$ cat src/rtl/mem_access_stage.sv
// mem_access_stage: EX/MEM register, branch resolution, multi-cycle data-memory access, MEM/WB register.
// Latency: non-memory ops 1 edge EX/MEM->MEM/WB; memory ops 1 edge plus the bus wait cycles.
// Backpressure: stall (combinational from mem_ack) holds upstream while an access waits for ack or timeout.
module mem_access_stage #(
    parameter int TIMEOUT_CYCLES = 255,
    parameter bit ALIGN_CHECK    = 1'b1
) (
    input  logic        clk,
    input  logic        reset,
    input  logic        valid_ex,
    input  logic [31:0] branch_or_not_address_ex,
    input  logic        zero_ex,
    input  logic [31:0] ALU_result_ex,
    input  logic [31:0] write_data_ex,
    input  logic [4:0]  write_register_ex,
    input  logic        ctrl_memRead_ex,
    input  logic        ctrl_memWrite_ex,
    input  logic        ctrl_branch_ex,
    input  logic        ctrl_regWrite_ex,
    input  logic        ctrl_memToReg_ex,
    output logic        stall,
    output logic        pc_src,
    output logic [31:0] branch_target,
    output logic        mem_req,
    output logic        mem_we,
    output logic [31:0] mem_addr,
    output logic [31:0] mem_wdata,
    input  logic [31:0] mem_rdata,
    input  logic        mem_ack,
    output logic [31:0] read_data_mem_wb,
    output logic [31:0] ALU_result_mem_wb,
    output logic [4:0]  write_register_mem_wb,
    output logic        ctrl_regWrite_mem_wb,
    output logic        ctrl_memToReg_mem_wb,
    output logic        valid_mem_wb,
    output logic        misaligned_fault,
    output logic        bus_error
);

    typedef enum logic {
        IDLE   = 1'b0,
        ACCESS = 1'b1
    } state_t;

    // Counter value on the last ACCESS cycle before the access is abandoned.
    localparam logic [7:0] TIMEOUT_LAST = 8'(TIMEOUT_CYCLES - 1);

    state_t      state_q, state_d;
    logic [7:0]  cnt_q, cnt_d;

    // EX/MEM pipeline register
    logic        exm_valid_q;
    logic [31:0] exm_br_addr_q;
    logic        exm_zero_q;
    logic [31:0] exm_alu_q;
    logic [31:0] exm_wdata_q;
    logic [4:0]  exm_wreg_q;
    logic        exm_rd_q;
    logic        exm_wr_q;
    logic        exm_br_q;
    logic        exm_rw_q;
    logic        exm_m2r_q;

    logic        align_en;
    logic        in_is_mem;
    logic        in_access;
    logic        exm_is_mem;
    logic        exm_misaligned;
    logic        in_access_state;
    logic        timeout_hit;

    assign align_en        = ALIGN_CHECK;
    assign in_is_mem       = valid_ex & (ctrl_memRead_ex | ctrl_memWrite_ex);
    // Only aligned memory ops go to the bus; misaligned ones retire straight through as faults.
    assign in_access       = in_is_mem & ~(align_en & (ALU_result_ex[1:0] != 2'b00));
    assign exm_is_mem      = exm_valid_q & (exm_rd_q | exm_wr_q);
    assign exm_misaligned  = align_en & exm_is_mem & (exm_alu_q[1:0] != 2'b00);
    assign in_access_state = (state_q == ACCESS);
    assign timeout_hit     = in_access_state & (cnt_q == TIMEOUT_LAST);

    // Hold everything upstream only while the bus has neither answered nor timed out.
    assign stall = in_access_state & ~mem_ack & ~timeout_hit;

    // Bus drives straight from the held EX/MEM register so they stay stable for the whole access.
    assign mem_req   = in_access_state;
    assign mem_we    = in_access_state & exm_wr_q;
    assign mem_addr  = in_access_state ? exm_alu_q   : 32'd0;
    assign mem_wdata = in_access_state ? exm_wdata_q : 32'd0;

    assign pc_src        = exm_valid_q & exm_br_q & exm_zero_q;
    assign branch_target = exm_br_addr_q;

    // Next state: any unstalled edge captures a new op, which enters ACCESS only if it needs the bus.
    always_comb begin
        state_d = state_q;
        cnt_d   = 8'd0;
        if (stall) begin
            cnt_d = cnt_q + 8'd1;
        end else begin
            state_d = in_access ? ACCESS : IDLE;
        end
    end

    // FSM state and wait counter.
    always_ff @(posedge clk or negedge reset) begin
        if (!reset) begin
            state_q <= IDLE;
            cnt_q   <= 8'd0;
        end else begin
            state_q <= state_d;
            cnt_q   <= cnt_d;
        end
    end

    // EX/MEM capture on every edge where upstream is not held.
    always_ff @(posedge clk or negedge reset) begin
        if (!reset) begin
            exm_valid_q   <= 1'b0;
            exm_br_addr_q <= 32'd0;
            exm_zero_q    <= 1'b0;
            exm_alu_q     <= 32'd0;
            exm_wdata_q   <= 32'd0;
            exm_wreg_q    <= 5'd0;
            exm_rd_q      <= 1'b0;
            exm_wr_q      <= 1'b0;
            exm_br_q      <= 1'b0;
            exm_rw_q      <= 1'b0;
            exm_m2r_q     <= 1'b0;
        end else if (!stall) begin
            exm_valid_q   <= valid_ex;
            exm_br_addr_q <= branch_or_not_address_ex;
            exm_zero_q    <= zero_ex;
            exm_alu_q     <= ALU_result_ex;
            exm_wdata_q   <= write_data_ex;
            exm_wreg_q    <= write_register_ex;
            exm_rd_q      <= ctrl_memRead_ex;
            exm_wr_q      <= ctrl_memWrite_ex;
            exm_br_q      <= ctrl_branch_ex;
            exm_rw_q      <= ctrl_regWrite_ex;
            exm_m2r_q     <= ctrl_memToReg_ex;
        end
    end

    // MEM/WB load: pass-through when idle, bubble while waiting, retire on ack or timeout.
    always_ff @(posedge clk or negedge reset) begin
        if (!reset) begin
            read_data_mem_wb      <= 32'd0;
            ALU_result_mem_wb     <= 32'd0;
            write_register_mem_wb <= 5'd0;
            ctrl_regWrite_mem_wb  <= 1'b0;
            ctrl_memToReg_mem_wb  <= 1'b0;
            valid_mem_wb          <= 1'b0;
            misaligned_fault      <= 1'b0;
            bus_error             <= 1'b0;
        end else if (!in_access_state) begin
            read_data_mem_wb      <= 32'd0;
            ALU_result_mem_wb     <= exm_alu_q;
            write_register_mem_wb <= exm_wreg_q;
            ctrl_regWrite_mem_wb  <= exm_rw_q & ~exm_misaligned;
            ctrl_memToReg_mem_wb  <= exm_m2r_q;
            valid_mem_wb          <= exm_valid_q;
            misaligned_fault      <= exm_misaligned;
            bus_error             <= 1'b0;
        end else if (stall) begin
            // Waiting: emit a bubble so the op is not written back twice.
            ctrl_regWrite_mem_wb  <= 1'b0;
            valid_mem_wb          <= 1'b0;
            misaligned_fault      <= 1'b0;
            bus_error             <= 1'b0;
        end else if (mem_ack) begin
            // Ack takes priority over a timeout landing on the same edge.
            read_data_mem_wb      <= exm_rd_q ? mem_rdata : 32'd0;
            ALU_result_mem_wb     <= exm_alu_q;
            write_register_mem_wb <= exm_wreg_q;
            ctrl_regWrite_mem_wb  <= exm_rw_q;
            ctrl_memToReg_mem_wb  <= exm_m2r_q;
            valid_mem_wb          <= exm_valid_q;
            misaligned_fault      <= 1'b0;
            bus_error             <= 1'b0;
        end else begin
            // Timed out: retire without writing a register.
            read_data_mem_wb      <= 32'd0;
            ALU_result_mem_wb     <= exm_alu_q;
            write_register_mem_wb <= exm_wreg_q;
            ctrl_regWrite_mem_wb  <= 1'b0;
            ctrl_memToReg_mem_wb  <= exm_m2r_q;
            valid_mem_wb          <= exm_valid_q;
            misaligned_fault      <= 1'b0;
            bus_error             <= 1'b1;
        end
    end

endmodule

$ cat config.mk
export PLATFORM = sky130hd
export DESIGN_NAME = mem_access_stage
export DESIGN_NICKNAME = d
export VERILOG_FILES = /design/src/rtl/mem_access_stage.sv
export SDC_FILE = /design/constraint.sdc
export NUM_CORES = 1
export LEC_CHECK = 0
export ABC_AREA = 1
export CORE_ASPECT_RATIO = 1.2
export CORE_MARGIN = 2
export CORE_UTILIZATION = 44
export DETAILED_ROUTE_END_ITERATION = 8
export PLACE_DENSITY_LB_ADDON = 0.05
export SLEW_MARGIN = 0
export SYNTH_ARGS = -nofsm -noshare
export SYNTH_HDL_FRONTEND = slang
export SYNTH_SLANG_ARGS = --single-unit
export TNS_END_PERCENT = 20
$ cat constraint.sdc
create_clock -name clk -period 1.7 [get_ports clk]
set_input_delay 0.34 -clock clk [delete_from_list [all_inputs] [get_ports clk]]
set_output_delay 0.34 -clock clk [all_outputs]
set_load 0.05 [all_outputs]
Word-level counts from Yosys, hierarchy flattened
Cells that the tools add are included.

Register bits: 191. Bits of input ports: 143. Output and inout bits: 174. Logic and storage cells: 66.

Add/subtract/negate cells: 1. Equality and inequality tests: 2. Multiplexer cells: 23. Bitwise logic cells: 17. Reductions and logical operators: 2.

Operator list (number): $mux 32 (8); $mux 1 (12); $and 1x1->1 (11); $mux 5 (2); $add 8x1->8 const B (1); $eq 8x8->1 const B (1); $mux 8 (1); $not 1->1 (4); $reduce_bool 2->1 (2); $ne 2x2->1 const B (1); $or 1x1->1 (2).

Longest topological paths before layout
Gate-level depths: netlist of run 1.

Depth after elaboration: 6. Gate-level depth with buffers: 10. Mapped depth without buffers: 8.

Worst setup path after synthesis of run 1
Ideal clock, no wire load.

Kind: register to output. From: register state_q (netlist: mem_req). To: output port mem_addr[10]. Arrival time: 1634 ps. Data required time: 1360 ps. Slack: -274 ps. Cell stages (with the launch flop): 5. Path buffers: 2. Cells stage by stage: dfrtp_1 > clkbuf_1 > clkbuf_1 > nand2_1 > inv_1.

Longest elaborated chain between the ends: 1.

RTL lines: from (decl) (RTL line 48) `state_t state_q, state_d;`; from (signal assigned) (RTL line 110) `state_q <= state_d;`; $mux 32 (RTL line 87) `assign mem_addr = in_access_state ? exm_alu_q : 32'd0;`; to (decl) (RTL line 26) `output logic [31:0] mem_addr,`.

Every way passes these cells.

Worst setup path in the final report of run 1
From: register cnt_q[0]. To: output port stall.

Longest elaborated chain between the ends: 4.

RTL lines: from (decl) (RTL line 49) `logic [7:0] cnt_q, cnt_d;`; from (signal assigned) (RTL line 111) `cnt_q <= cnt_d;`; $eq 8x8->1 (RTL line 79) `assign timeout_hit = in_access_state & (cnt_q == TIMEOUT_LAST);`; $and 1x1->1 (RTL line 79); $not 1->1 (RTL line 82) `assign stall = in_access_state & ~mem_ack & ~timeout_hit;`; $and 1x1->1 (RTL line 82); to (decl) (RTL line 21) `output logic stall,`.

Every way passes these cells.

==> impl_metrics.py, run 1 <==
metrics = {
    "run_status": {
        "status": "finished, violations left",
        "violations": "negative setup slack",
    },
    "layout": {
        "drive_gt1_share_pct": 25.7,
        "antenna_cells": 0,
        "nNetsFinal": 1441,
        "syn2layout_area_growth_pct": 59.4,
        "nFillCells": 1430,
    },
    "route": {
        "avgRoutedWirePerCell_um": 15.6,
        "drt_iter0_drc": 593,
        "ant_nets": 0,
        "viasPerCell": 4.88,
        "wl_mm": 24.4,
        "dr.pass1.iters": 5,
        "num_vias": 7625,
        "drc": 0,
    },
    "place": {
        "dp_hpwl_mm": 17.2,
        "io_buffer_count": 316,
        "globalplace.congestion": 0.786,
    },
    "clock_network": {
        "numCtsBuffers": 17,
        "clkTransAtPathRegs_ps": 70,
        "clock_latency_ps": 430,
        "cts_sinks": 191,
        "cts-root-buf": "clkbuf_16",
        "ctsLongestPathBuffers": 2,
        "htreeDepth": 4,
        "cts_tree": "done",
    },
    "sta": {
        "tightest_slew_ps": 455,
        "finalCritPeriodShare_pct": 110,
        "worst_slack_ps": -175,
        "hold_ws_ps": 430,
        "final_max_slew_viol_count": 0,
        "max_freq_ghz": 0.533,
        "hold_viol_final": 0,
        "setup_viol": 82,
        "period_minus_slack_ps": 1880,
        "rsz0062_at_grt": "true",
        "slew_headroom_pct": 69.7,
        "finClkSkew_ps": 11.2,
    },
    "setup_path": {
        "rr_worst_depth": 9,
        "reg2reg_slack_ps": -20,
        "cp-end-kind": "primary output",
        "crit_path_start_kind": "flip-flop",
        "criticalPathCategory": "reg2out",
        "r2r-end": "ALU_result_mem_wb[28]$_DFFE_PN0P_",
        "rr_startpoint": "cnt_q[1]$_DFF_PN0_",
        "critPathMaxFanout": 2,
        "cp.required_ps": 1360,
        "cp.arrival_ps": 1540,
    },
    "grt": {
        "antenna_found_initial": 0,
        "grt_max_degree": 97,
        "grt_util_all_layers_pct": 24.9,
        "grt_pass1_vias": 7278,
        "grt_pass1_wl_mm": 38.9,
        "overflow": 0,
    },
    "pwr": {
        "power_density_nw_per_um2": 918,
        "internal-power_mw": 8.24,
        "power_mw": 12.1,
        "p_sw_share_pct": 31.7,
        "clock_power_share_pct": 34.4,
        "power_frac_seq_pct": 42.1,
        "p_switching_mw": 3.82,
        "comb_power_share_pct": 23.5,
        "total_leakage_power_nw": 6.24,
        "irDropWorstVdd_v": 0.000707,
    },
    "flow_run": {
        "cap_violations": 0,
    },
    "floorplan": {
        "die_h_um": 154,
        "die_w_um": 129,
        "design.die.area_um2": 19900,
        "initial_utilization_pct": 45.0,
        "core_um2": 18300,
        "io_pins": 317,
        "std_cell_rows": 54,
    },
    "synth": {
        "yosysUniqueCellTypes": 19,
        "yosys_warnings": 0,
        "synth_seq_cells": 191,
        "syn_inst": 987,
        "synth_nets": 1132,
        "synth.avg_cell_area_um2": 8.36,
        "syn_area_um2": 8250,
        "yosysSeqAreaShare_pct": 58.0,
    },
    "min_path": {
        "hold_class": "in2async",
    },
}
[sequential cells by signal (all words and copies together), names as in the netlist, 5 cells and up]
signal,cells
ALU_result_mem_wb,32
read_data_mem_wb,32
exm_wdata_q,32
exm_wreg_q,5
write_register_mem_wb,5
exm_alu_q,32
cnt_q,8
branch_target,32
[synth_stat cells]
library cell	count	area, um^2
o211ai_1	1	7.51
buf_2	27	135
nor2_1	18	67.6
clkbuf_1	21	78.8
dfrtp_1	191	4780
buf_1	5	18.8
nand3_1	182	911
nand2_1	407	1530
xor2_1	2	17.5
ha_1	2	25.0
inv_1	75	282
nor3_1	1	5.00
nand2_2	2	12.5
nor2_2	1	6.26
nor2_4	1	11.3
o21ai_0	33	165
o21bai_1	1	7.51
buf_6	16	180
xnor2_1	1	8.76
[worst max-delay path by stage]
stage / start / to
3_5_place_dp: mem_ack / branch_target[30]$_DFFE_PN0N_
2_1_floorplan: mem_req$_DFFE_PN0N_ / mem_addr[10]
3_3_place_gp: mem_ack / ALU_result_mem_wb[24]$_DFFE_PN0P_
4_1_cts: cnt_q[0]$_DFF_PN0_ / stall
6_report: cnt_q[0]$_DFF_PN0_ / stall
5_1_grt: cnt_q[0]$_DFF_PN0_ / stall
[per-stage QoR]
step                      std cells  setup WS (ps)  utilization (%)  TNS (ps)  area (um^2)
after detailed placement       1523          -26.5             67.7     -49.5        12400
after global placement         1523           17.4             67.7         0        12400
after CTS                      1560           -252             71.5     -8770        13100
after global routing           1561           -260             71.8    -20320        13100
final                          1561           -175             71.8     -7860        13100
after floorplan                 987          -84.4                -     -4250         8440
[worst max-delay path, cell delays in order, from the launching register on]
cell	delay (ps)
dfrtp_1	390
inv_2	80
ha_4	120
inv_2	40
nor2_4	70
buf_6	110
nand2_8	50
nand2_4	80
inv_4	40
buf_12	130
[cell families after synthesis]
logic type	count (synthesis)	synth area share (%)
fa+ha+maj	2	0.303
buf+inv	144	8.42
flops	191	58.0
compound gates	35	2.18
xor+xnor	3	0.319
simple gates	612	30.8
[power by group through the flow]
stage	clock network [mW]	registers [mW]	logic, mW
3_3_place_gp	0	5.15	2.80
4_1_cts	4.24	5.07	2.86
6_report	4.15	5.07	2.83
5_1_grt	4.44	5.11	3.01
2_1_floorplan	0	5.76	0.859
3_5_place_dp	0	5.16	2.83
[cell type report]
cell class | instances | area [um^2] | area share (%)
Multi-Input combinational cell | 652 | 2860 | 21.7
Tap cell | 252 | 315 | 2.40
Sequential cell | 191 | 4780 | 36.4
Clock buffer | 18 | 439 | 3.34
Inverter | 75 | 472 | 3.59
Timing Repair Buffer | 359 | 4110 | 31.3
Clock inverter | 14 | 169 | 1.29
[per-layer routing]
metal,share of wire [%],vias up,global-route usage (%)
met4,2.3,0,7.82
met2,50,258,39.9
li1,-,3688,-
met5,0,-,0
met1,40,3639,32.8
met3,7.7,40,7.27
[what timing repair did]
item	in CTS	in global routing
setup endpoints to repair	65	242
resized for setup	27	12
pin swaps	3	1
hold endpoints to repair	43	0
hold buffers	1	0
buffers inserted	4	1
[cells in the final DEF, fill, tap and decap left out, drive strengths merged]
| master | Yosys | routed |
|---|---|---|
| dfrtp | 191 | 191 |
| bufinv | 0 | 2 |
| dlygate4sd3 | 0 | 1 |
| clkinvlp | 0 | 52 |
| nor2 | 20 | 20 |
| nand3 | 182 | 182 |
| xnor2 | 1 | 1 |
| ha | 2 | 2 |
| o21ai | 33 | 33 |
| clkbuf | 21 | 19 |
| nor3 | 1 | 1 |
| o211ai | 1 | 1 |
| buf | 48 | 216 |
| inv | 75 | 32 |
| nand2 | 409 | 409 |
| clkinv | 0 | 3 |
| clkdlybuf4s50 | 0 | 141 |
| o21bai | 1 | 1 |
| xor2 | 2 | 2 |
No activity file was read; power rests on OpenSTA's default activity.
==> run 2: changes to the inputs <==
CORE_UTILIZATION = 40   (was 44)
CTS_CLUSTER_SIZE = 28   (was unset)
clock period = 1.65 ns   (was 1.7 ns; I/O delays follow)
==> impl_metrics.py, run 2 (same netlist as run 1, synthesis figures left out) <==
metrics = {
    "route": {
        "drc": 0,
        "dr.pass1.iters": 5,
        "num_vias": 7647,
        "drt_iter0_drc": 424,
        "ant_nets": 0,
        "avgRoutedWirePerCell_um": 16.3,
        "viasPerCell": 4.79,
        "wl_mm": 26.1,
    },
    "sta": {
        "final_max_slew_viol_count": 0,
        "worst_slack_ps": -308,
        "finClkSkew_ps": 17.2,
        "finalCritPeriodShare_pct": 119,
        "setup_viol": 67,
        "period_minus_slack_ps": 1960,
        "hold_viol_final": 0,
        "slew_headroom_pct": 76.1,
        "tightest_slew_ps": 358,
        "max_freq_ghz": 0.511,
        "rsz0062_at_grt": "true",
    },
    "floorplan": {
        "initial_utilization_pct": 40.7,
        "std_cell_rows": 57,
        "io_pins": 317,
        "design.die.area_um2": 21800,
        "die_w_um": 135,
        "die_h_um": 161,
        "core_um2": 20300,
    },
    "setup_path": {
        "cp.arrival_ps": 1630,
        "rr_startpoint": "mem_req$_DFFE_PN0N_",
        "crit_path_start_kind": "flip-flop",
        "criticalPathCategory": "reg2out",
        "critPathMaxFanout": 7,
        "cp-end-kind": "primary output",
        "cp.required_ps": 1320,
        "rr_worst_depth": 9,
        "crit_path_start": "mem_req$_DFFE_PN0N_",
    },
    "grt": {
        "grt_pass1_wl_mm": 39.5,
        "grtUsageMet2_pct": 37.3,
        "gr-usage-met1_pct": 30.7,
        "overflow": 0,
        "grt.busiest_layer": "met2",
        "use_met3_pct": 6.31,
        "grt_pass1_vias": 7381,
        "grt_max_degree": 65,
        "antenna_found_initial": 2,
        "grt_util_all_layers_pct": 23.0,
    },
    "clock_network": {
        "cts_tree": "done",
        "htreeDepth": 4,
        "cts-root-buf": "clkbuf_16",
        "ctsLongestPathBuffers": 2,
        "clkTransAtPathRegs_ps": 70,
        "numCtsBuffers": 17,
        "clock_latency_ps": 430,
        "cts_sinks": 191,
    },
    "layout": {
        "final_common_cell": "nand2_1",
        "drive_gt1_share_pct": 31.2,
        "final_cell_mix": "341 x nand2_1, 190 x dfrtp_1, 179 x nand3_1",
        "syn2layout_area_growth_pct": 70.0,
        "nNetsFinal": 1460,
        "postLayoutCellArea_um2": 14000,
    },
    "place": {
        "io_buffer_count": 316,
        "globalplace.congestion": 0.768,
        "preCtsSetupSlack_ps": -112,
        "place_area_um2": 12500,
        "dp_hpwl_mm": 17.2,
    },
    "min_path": {
        "hold_class": "in2async",
    },
    "pwr": {
        "irDropWorstVdd_v": 0.000721,
        "power_density_nw_per_um2": 896,
        "total_leakage_power_nw": 6.90,
    },
    "run_status": {
        "status": "finished, violations left",
        "violations": "negative setup slack",
    },
    "flow_run": {
        "cap_violations": 0,
    },
}
## run 2: power by group
group / switching, mW / internal [mW]
sequential: 0.274 / 5.02
clock: 1.92 / 2.18
combinational: 1.88 / 1.28
## run 2: stage by stage
stage | power [mW] | std cells | setup TNS [ps] | hold WS, ps | util, %
5_1_grt | 13.0 | 1593 | -20110 | 379 | 69.2
3_3_place_gp | 8.21 | 1543 | -5750 | 262 | 61.9
3_5_place_dp | 8.24 | 1543 | -10020 | 262 | 61.9
2_1_floorplan | 6.83 | 987 | -11.2 | 34.4 | -
4_1_cts | 12.5 | 1584 | -21350 | 362 | 66.3
6_report | 12.6 | 1595 | -16390 | 359 | 69.2
## run 2: layer usage
layer  up-vias  routed length (um)  part of all wire [%]
met1      3651               11200                    43
li1       3750                   -                     -
met5         -                   0                     0
met2       230               12900                    49
met3        16                1630                   6.2
met4         0                 365                   1.4
## run 2: area by class of cell
class | instances | area, um^2
fillers | 1626 | 6230
flip-flops and latches | 191 | 4780
repair buffers | 378 | 4510
multi-input cells | 652 | 3320
inverters | 75 | 480
clock buffers | 18 | 439
well taps | 265 | 332
clock inverters | 14 | 150
diodes | 2 | 5.00
## run 2: worst paths after layout
kind | end | slack, ps
max in group asynchronous | branch_target[23]$_DFFE_PN0N_ | 610
setup reg to reg | exm_wdata_q[7]$_DFFE_PN0N_ | 50
hold / removal | ALU_result_mem_wb[6]$_DFFE_PN0P_ | 360
hold reg to reg | write_register_mem_wb[3]$_DFFE_PN0P_ | 470
min in group clk | branch_target[4]$_DFFE_PN0N_ | 420
setup / recovery | mem_wdata[25] | -310
## run 2: worst max-delay path: stages (launching register included)
cell and delay (ps):
dfrtp_4 520, buf_12 170, buf_12 160, nand2_4 70, clkinvlp_4 110, buf_12 160
## run 2: what timing repair did
action | 4_1_cts | 5_1_grt
endpoints found under the setup margin | 68 | 255
gates cloned | 4 | 4
hold endpoints to repair | 32 | 0
gates resized for setup | 40 | 143
hold buffers | 1 | 0
buffers inserted | 4 | 7
pin swaps | 3 | 1
==> run 3: changes to the inputs <==
ABC_AREA = unset   (was 1)
CORE_UTILIZATION = 39   (was 40)
TNS_END_PERCENT = unset   (was 20)
==> impl_metrics.py, run 3 <==
metrics = {
    "pwr": {
        "power_mw": 12.7,
        "power_density_nw_per_um2": 910,
        "irDropWorstVdd_v": 0.000717,
        "total_leakage_power_nw": 6.39,
    },
    "floorplan": {
        "std_cell_rows": 56,
        "initial_utilization_pct": 39.9,
        "die_h_um": 160,
        "design.die.area_um2": 21300,
        "io_pins": 317,
        "core_um2": 19700,
        "die_w_um": 134,
    },
    "clock_network": {
        "cts_tree": "done",
        "ctsLongestPathBuffers": 2,
        "clock_latency_ps": 430,
        "cts_sinks": 191,
        "clkTransAtPathRegs_ps": 80,
        "numCtsBuffers": 17,
        "cts-root-buf": "clkbuf_16",
        "htreeDepth": 4,
    },
    "sta": {
        "period_minus_slack_ps": 1980,
        "tightest_slew_ps": 336,
        "finClkSkew_ps": 10.2,
        "final_max_slew_viol_count": 0,
        "rsz0062_at_grt": "true",
        "worst_slack_ps": -329,
        "slew_headroom_pct": 77.6,
        "max_freq_ghz": 0.505,
        "setup_viol": 250,
        "finalCritPeriodShare_pct": 120,
        "hold_viol_final": 0,
    },
    "route": {
        "viasPerCell": 4.84,
        "drt_iter0_drc": 180,
        "wl_mm": 23.3,
        "drc": 0,
        "num_vias": 5680,
        "dr.pass1.iters": 4,
        "avgRoutedWirePerCell_um": 19.9,
        "ant_nets": 0,
    },
    "setup_path": {
        "rr_worst_depth": 9,
        "reg2reg_slack_ps": -320,
        "critPathMaxStageDelay_ps": 380,
        "path_cells": "inv_1, ha_2, and3_4, a21o_4, inv_8, buf_12, buf_12",
        "crit_path_start_kind": "flip-flop",
        "critPathMaxFanout": 2,
        "rr_startpoint": "cnt_q[0]$_DFF_PN0_",
        "crit_top_cell": "buf_12",
        "cp.required_ps": 1320,
        "slowest_stage": "dfrtp_1",
        "r2r-end": "ALU_result_mem_wb[7]$_DFFE_PN0P_",
        "criticalPathCategory": "reg2out",
        "cp-end-kind": "primary output",
        "cp.arrival_ps": 1650,
    },
    "run_status": {
        "status": "finished, violations left",
        "violations": "negative setup slack",
    },
    "synth": {
        "synthArstFlopShare_pct": 100,
        "syn_inst": 509,
        "ys.flop_type": "dfrtp_1",
        "yosysUniqueCellTypes": 33,
        "yosysTopAreaCellShare_pct": 60.8,
        "synth_edf_count": 0,
        "synth.avg_cell_area_um2": 15.4,
        "synth_top_area_cell": "dfrtp_1",
        "synth_seq_cells": 191,
        "syn_area_um2": 7860,
        "yosys_warnings": 0,
        "synth_area_leaders": "dfrtp_1 61%, mux2_4 13%, mux2_2 11%",
        "yosysMostFrequentCell": "dfrtp_1",
        "synth_nets": 654,
        "yosysSeqAreaShare_pct": 60.8,
        "synth_common_cells": "191 x dfrtp_1, 79 x mux2_2, 67 x mux2_4, 66 x and2_1, 32 x a22o_1",
    },
    "grt": {
        "antenna_found_initial": 1,
        "grt_util_all_layers_pct": 22.2,
        "overflow": 0,
        "grt_pass1_wl_mm": 36.2,
        "grt_pass1_vias": 6255,
        "grt_max_degree": 54,
    },
    "layout": {
        "utilization_pct": 70.7,
        "final_common_cell": "dfrtp_1",
        "nNetsFinal": 1044,
        "antenna_cells": 0,
        "final_cell_mix": "190 x dfrtp_1, 141 x clkdlybuf4s50_1, 131 x buf_4",
        "drive_gt1_share_pct": 55.8,
        "syn2layout_area_growth_pct": 77.0,
    },
    "place": {
        "dp_hpwl_mm": 15.3,
        "globalplace.congestion": 0.777,
        "io_buffer_count": 316,
    },
    "flow_run": {
        "cap_violations": 0,
    },
    "min_path": {
        "hold_class": "in2async",
    },
}
[run 3: cell count changes after synthesis, sizes merged, moves of 4 or more]
cell and change:
buf -28, a21oi +4, mux2 +146, clkbuf -10, and2 +66, nor2 -14, o21ai -33, inv -72
and3 +4, nand3 -180, nand2 -406, a22o +32
[run 3: what timing repair did]
action                                 CTS  global route
setup endpoints to repair              237           251
hold buffers                             1             0
resized for setup                      104             9
pin swaps                                2            16
gates cloned                            23             3
setup buffers                           20             8
endpoints found under the hold margin   18             0
[run 3: how the worst max path moves through the flow]
| stage | cells after the start | end | startpoint |
|---|---|---|---|
| floorplan | 8 | ALU_result_mem_wb[0]$_DFFE_PN0P_ | cnt_q[0]$_DFF_PN0_ |
| global placement | 6 | ALU_result_mem_wb[22]$_DFFE_PN0P_ | mem_ack |
| detailed placement | 6 | ALU_result_mem_wb[25]$_DFFE_PN0P_ | mem_ack |
| CTS | 7 | stall | cnt_q[0]$_DFF_PN0_ |
| global route | 7 | stall | cnt_q[0]$_DFF_PN0_ |
| finish | 7 | stall | cnt_q[0]$_DFF_PN0_ |
[run 3: logic make-up (layout without fill, tap and decap cells)]
logic type | Yosys count | after routing | synth area share (%)
fa+ha+maj | 2 | 2 | 0.318
xor+xnor | 2 | 2 | 0.223
mux | 146 | 146 | 24.1
flops | 191 | 191 | 60.8
compound gates | 45 | 45 | 4.76
buf+inv | 34 | 437 | 3.01
simple gates | 89 | 89 | 6.78
[run 3: metrics by stage]
step,area (um^2),hold WS [ps],setup TNS [ps],cells,worst slack [ps]
after floorplan,7970,34.4,-11850,509,-133
after global routing,13900,327,-72830,1173,-417
after detailed placement,12000,223,-44260,1088,-328
after global placement,12000,221,-39010,1088,-294
final,13900,335,-55070,1173,-329
after CTS,13800,319,-59820,1164,-359
[run 3: final cells by class]
class,count,area [um^2]
multi-input combinational,284,3030
inverter,3,18.8
fill,1344,5770
timing repair buffer,402,5160
clock inverter,12,146
clock buffer,20,457
tap,261,327
sequential,191,4780
[run 3: routing by layer]
| layer | vias up | wire length, um | track usage, % | share of wire, % |
|---|---|---|---|---|
| li1 | 2575 | - | - | - |
| met1 | 2864 | 9190 | 26.7 | 39 |
| met2 | 218 | 12000 | 37.9 | 52 |
| met3 | 21 | 1760 | 7.77 | 7.5 |
| met4 | 2 | 324 | 5.71 | 1.4 |
| met5 | - | 11 | 0 | 0.047 |
[run 3: where the power goes]
| part | switching, mW | internal [mW] | leakage [nW] |
|---|---|---|---|
| Sequential | 0.206 | 5.00 | 2.32 |
| Combinational | 1.60 | 1.65 | 3.78 |
| Clock | 1.85 | 2.36 | 0.292 |
| Total | 3.66 | 9.00 | 6.39 |
[run 3: critical path, delay by kind of cell (launching register included)]
| family | cells | cell delay [ps] |
|---|---|---|
| AOI/OAI and AO/OA | 1 | 140 |
| adders and majority gates | 1 | 170 |
| buffers and inverters | 4 | 360 |
| DFF | 1 | 380 |
| and+or+nand+nor | 1 | 180 |
